==> config.mk <==
export PLATFORM = sky130hd
export DESIGN_NAME = pipelined_adder
export DESIGN_NICKNAME = d
export VERILOG_FILES = /design/src/rtl/adder_pkg.sv /design/src/rtl/rca_slice.sv /design/src/rtl/pipelined_adder.sv
export SDC_FILE = /design/constraint.sdc
export NUM_CORES = 1
export LEC_CHECK = 0
export BUFFER_PORTS_ARGS = -buffer_cell sky130_fd_sc_hd__buf_4
export CAP_MARGIN = 15
export CORE_ASPECT_RATIO = 0.75
export CORE_MARGIN = 1
export CORE_UTILIZATION = 40
export DETAILED_ROUTE_END_ITERATION = 8
export PLACE_DENSITY = 0.66
export SKIP_LAST_GASP = 1
export SYNTH_ARGS = -nofsm -noshare
export SYNTH_HDL_FRONTEND = slang
export SYNTH_SLANG_ARGS = --single-unit
==> constraint.sdc <==
create_clock -name clk -period 1.8 [get_ports clk]
set_input_delay 0.36 -clock clk [delete_from_list [all_inputs] [get_ports clk]]
set_output_delay 0.36 -clock clk [all_outputs]
set_load 0.005 [all_outputs]
==> src/rtl/adder_pkg.sv <==
// ============================================================================
// Module   : adder_pkg
// Purpose  : Shared mode encodings and default geometry for pipelined_adder.
// Revision : 1.0 - initial release
// ============================================================================
`default_nettype none

package adder_pkg;

  typedef enum logic {
    MODE_ADD = 1'b0,
    MODE_SUB = 1'b1
  } mode_e;

  localparam int DEFAULT_WIDTH  = 8;
  localparam int DEFAULT_STAGES = 2;

endpackage

`default_nettype wire

==> src/rtl/rca_slice.sv <==
// ============================================================================
// Module   : rca_slice
// Purpose  : Combinational N-bit adder slice with carry into its top bit.
// Revision : 1.0 - initial release
// ============================================================================
`default_nettype none

module rca_slice #(
  parameter int N = 4
) (
  input  logic [N-1:0] a,
  input  logic [N-1:0] b,
  input  logic         cin,
  output logic [N-1:0] s,
  output logic         cout,
  output logic         c_msb_in
);

  logic [N:0] w_full;

  assign w_full   = {1'b0, a} + {1'b0, b} + {{N{1'b0}}, cin};
  assign s        = w_full[N-1:0];
  assign cout     = w_full[N];
  // The sum bit is a^b^carry-in, so the carry into the MSB falls out directly.
  assign c_msb_in = s[N-1] ^ a[N-1] ^ b[N-1];

endmodule

`default_nettype wire

==> src/rtl/pipelined_adder.sv <==
// ============================================================================
// Module   : pipelined_adder
// Purpose  : Valid/ready add/subtract pipeline, one SLICE-bit adder per stage.
// Revision : 1.0 - initial release
// ============================================================================
`default_nettype none

module pipelined_adder
  import adder_pkg::*;
#(
  parameter int WIDTH  = DEFAULT_WIDTH,
  parameter int STAGES = DEFAULT_STAGES
) (
  input  logic             clk,
  input  logic             rst,
  input  logic             in_valid,
  output logic             in_ready,
  input  logic [WIDTH-1:0] a,
  input  logic [WIDTH-1:0] b,
  input  logic             cin,
  input  logic             mode,
  output logic             out_valid,
  input  logic             out_ready,
  output logic [WIDTH-1:0] sum,
  output logic             cout,
  output logic             ovf
);

  localparam int SLICE = WIDTH / STAGES;

  logic w_en;

  assign w_en     = !(out_valid && !out_ready);
  assign in_ready = w_en;

  for (genvar k = 0; k < STAGES; k++) begin : g_stage
    localparam int LO      = k * SLICE;
    localparam int REM_IN  = WIDTH - LO;
    localparam int DONE    = LO + SLICE;

    logic [REM_IN-1:0] w_a_in;
    logic [REM_IN-1:0] w_b_in;
    logic              w_c_in;
    logic              w_v_in;
    logic [SLICE-1:0]  w_slice_s;
    logic              w_cout;
    logic [DONE-1:0]   w_s_nxt;
    logic [DONE-1:0]   r_s;
    logic              r_c;
    logic              r_v;

    if (k == 0) begin : g_head
      // Subtract is A + ~B + 1: invert B here and force the carry-in.
      assign w_a_in  = a;
      assign w_b_in  = (mode == MODE_SUB) ? ~b : b;
      assign w_c_in  = (mode == MODE_SUB) ? 1'b1 : cin;
      assign w_v_in  = in_valid;
      assign w_s_nxt = w_slice_s;
    end else begin : g_body
      assign w_a_in  = g_stage[k-1].g_fwd.r_a;
      assign w_b_in  = g_stage[k-1].g_fwd.r_b;
      assign w_c_in  = g_stage[k-1].r_c;
      assign w_v_in  = g_stage[k-1].r_v;
      assign w_s_nxt = {w_slice_s, g_stage[k-1].r_s};
    end

    always_ff @(posedge clk or posedge rst) begin
      if (rst) begin
        r_s <= '0;
        r_c <= 1'b0;
        r_v <= 1'b0;
      end else if (w_en) begin
        r_s <= w_s_nxt;
        r_c <= w_cout;
        r_v <= w_v_in;
      end
    end

    if (k < STAGES - 1) begin : g_fwd
      localparam int REM_OUT = REM_IN - SLICE;

      logic [REM_OUT-1:0] r_a;
      logic [REM_OUT-1:0] r_b;
      logic               w_cmsb_nc;

      rca_slice #(.N(SLICE)) u_rca (
        .a        (w_a_in[SLICE-1:0]),
        .b        (w_b_in[SLICE-1:0]),
        .cin      (w_c_in),
        .s        (w_slice_s),
        .cout     (w_cout),
        .c_msb_in (w_cmsb_nc)
      );

      always_ff @(posedge clk or posedge rst) begin
        if (rst) begin
          r_a <= '0;
          r_b <= '0;
        end else if (w_en) begin
          r_a <= w_a_in[REM_IN-1:SLICE];
          r_b <= w_b_in[REM_IN-1:SLICE];
        end
      end
    end else begin : g_tail
      logic w_cmsb;
      logic r_ovf;

      rca_slice #(.N(SLICE)) u_rca (
        .a        (w_a_in),
        .b        (w_b_in),
        .cin      (w_c_in),
        .s        (w_slice_s),
        .cout     (w_cout),
        .c_msb_in (w_cmsb)
      );

      always_ff @(posedge clk or posedge rst) begin
        if (rst) begin
          r_ovf <= 1'b0;
        end else if (w_en) begin
          r_ovf <= w_cmsb ^ w_cout;
        end
      end
    end
  end

  assign out_valid = g_stage[STAGES-1].r_v;
  assign sum       = g_stage[STAGES-1].r_s;
  assign cout      = g_stage[STAGES-1].r_c;
  assign ovf       = g_stage[STAGES-1].g_tail.r_ovf;

endmodule

`default_nettype wire
==> impl_metrics.ini <==
[setup_path]
cp_max_fo = 2
crit_slowest_cell = dfrtp_1
crit_required_ns = 1.95
critPathMaxStageDelay_ns = 0.41
arrival_ns = 1.94
crit_top_cell = xnor2_1
start_kind = flip-flop
critical_path_class = flip-flop to flip-flop
cp_cell_sequence = fa_2, buf_4, a21o_1, a21oi_2, xnor2_1, xnor2_1, a21oi_1
endpoint_kind = flip-flop

[clocking]
clk_latency_ns = 0.27
cts_tree = yes
htreeDepth = 1
cts.sinks = 25
cts_root_buf = clkbuf_8
clockBufferDepth = 2
clk_pin_slew_worst_paths_ns = 0.09
numCtsBuffers = 3

[hold_path]
min_path_type = primary input to asynchronous set/reset pin

[power]
pwr-share-seq_pct = 43.5
power_switching_w = 0.000561
leakage_nw = 0.799
total_power_w = 0.00190
combPwrFrac_pct = 39.2
p_sw_share_pct = 29.6
p_per_area_nw_per_um2 = 1110
clkPwrFrac_pct = 17.2
peakVddDrop_mv = 0.641
internal-power_w = 0.00134

[timing]
slew-limit-headroom_pct = 79.1
final_hold_viol_count = 0
final.period_utilization_pct = 99.3
finalMaxSlewViolations = 0
setup_ws_ns = 0.0119
setup_viol = 0
fmax_mhz = 559
finClkSkew_ns = 0.00596
tightest_slew_ns = 0.313
period_minus_slack_ns = 1.79
rsz0062_at_grt = true
whs_ns = 0.134

[yosys]
synth_top_area_share_pct = 48.4
avgSynthCellArea_um2 = 12.2
yosysMostFrequentCell = dfrtp_1
yosysSeqAreaShare_pct = 48.4
dominantRegCellSynth = dfrtp_1
syn-instance-count = 106
synth_area_um2 = 1290
synth.distinct_cells = 17
yosysTopAreaCell = dfrtp_1
syn_nets = 138
ys_seq_elements = 25
synth_common_cells = dfrtp_1 (25), mux2_2 (14), a21oi_1 (10), nor2_1 (10), xnor2_1 (9)
synth_edf_count = 0
ys_async_sr_fraction_pct = 100
synthTopCellsByArea = dfrtp_1 (48%), mux2_2 (12%), fa_1 (6.2%)
ys_warn_count = 0

[final_layout]
diodes = 0
seq_area_um2 = 626
stdcell_area_um2 = 1700
multiInputGateArea_um2 = 657
syn2layout_area_growth_pct = 31.8
layout-drive-gt1-share_pct = 47.6
fillers = 271
fin_nets = 178

[global_routing]
track_usage_pct = 15.1
grt_remaining_overflow = 0
grt_pass1_vias = 901
grt_pass1_wl_um = 3820
antenna_found_initial = 0
grt_max_degree = 37

[run]
cap_violations = 0

[routing]
wl_per_cell_um = 12.6
viasPerCell = 4.79
wl_um = 2310
num_vias = 877
drt-initial-drc-count = 21
drtPass1Iterations = 2
antenna_left = 0
drt_drc_violations_left = 0

[die]
die_area_um2 = 3460
fp-row-count = 17
coreArea_um2 = 3000
io_pins = 34
start_util_pct = 43.1
die_w_um = 67.6
die_h_um = 51.2

[place]
place_area_um2 = 1620
io_buffers = 33
place_congestion = 0.763
hpwlAfterDp_um = 1680
dp_slack_ns = -0.251

[run_status]
status = finished, final reports clean
-- worst paths after layout --
check	slack, ns	endpoint	cells after the start	from
min in group clk	0.31	g_stage[0].g_fwd.r_a[1]	3	a[5]
min reg2reg	0.46	out_valid	1	g_stage[0].r_v
max reg2reg	0.01	ovf	7	g_stage[0].g_fwd.r_b[0]
max in group asynchronous	1.42	sum[5]	3	rst
max	0.01	ovf	7	g_stage[0].g_fwd.r_b[0]
min	0.13	g_stage[0].g_fwd.r_a[3]	3	rst
-- power groups by stage --
stage	Clock (W)	Combinational (W)	Sequential, W
final	0.000327	0.000745	0.000827
after global routing	0.000359	0.000831	0.000848
after CTS	0.000339	0.000714	0.000829
after detailed placement	0	0.000699	0.000838
after global placement	0	0.000683	0.000830
after floorplan	0	0.000418	0.000826
-- kinds of logic after synthesis --
| logic type | share of synthesized area [%] |
|---|---|
| multiplexers | 12.2 |
| buffers and inverters | 4.07 |
| AND/OR/NAND/NOR | 5.42 |
| AO/OA/AOI/OAI | 7.74 |
| XOR/XNOR | 10.2 |
| flip-flops | 48.4 |
| adder cells (fa/ha/maj) | 12.0 |
-- layout by cell type (no fill, tap or decap), types with 3 or more instances in the layout --
master	synthesis	layout
mux2_2	14	13
dfrtp_1	25	25
a21o_1	3	3
nor2_1	10	10
clkbuf_8	0	3
buf_4	0	39
inv_1	4	3
xor2_1	6	6
fa_2	0	4
a21oi_1	10	9
ha_1	6	6
xnor2_1	9	8
-- routing by layer --
layer,track usage (%),vias to the layer above,wire length [um]
met4,2.13,0,8
met3,4.91,2,134
met5,0,-,0
li1,-,426,-
met2,26.7,20,1120
met1,18.0,429,1050
-- worst max-delay path, delay by kind of cell, from the launching register on --
kind	cells	cell delay, ns
AO/OA/AOI/OAI	3	0.40
XOR/XNOR	2	0.32
adder cells (fa/ha/maj)	1	0.41
buffers and inverters	1	0.15
flip-flops	1	0.41
-- metrics by stage --
stage          setup TNS [ns]  utilization (%)  instances
6_report                    0             56.8        183
5_1_grt               -0.0939             56.8        183
4_1_cts               -0.0153             55.8        181
3_5_place_dp           -0.692             53.9        177
3_3_place_gp           -0.557             53.9        177
2_1_floorplan          -0.404                -        106
-- final cells by class --
class / instances / area share [%]
clock buffer: 3 / 2.42
timing repair buffer: 40 / 18.4
multi-input combinational: 72 / 38.5
tap: 38 / 2.79
clock inverter: 1 / 0.294
sequential: 25 / 36.7
inverter: 4 / 0.881
-- state kept, by name, indices dropped and copies added, names as in the netlist --
| name | cells |
|---|---|
| g_stage.r_s | 4 |
| g_stage.r_c | 1 |
| g_stage.g_fwd.r_a | 4 |
| g_stage.g_fwd.r_b | 4 |
| sum | 8 |
| g_stage.r_v | 1 |
| ovf | 1 |
| out_valid | 1 |
| cout | 1 |
-- timing repair --
action	4_1_cts	5_1_grt
endpoints found under the setup margin	1	2
gates resized for setup	3	3
pin swaps	5	4
hold buffers	0	0
gates cloned	0	0
setup buffers	0	2
No activity file was read; power rests on OpenSTA's default activity.
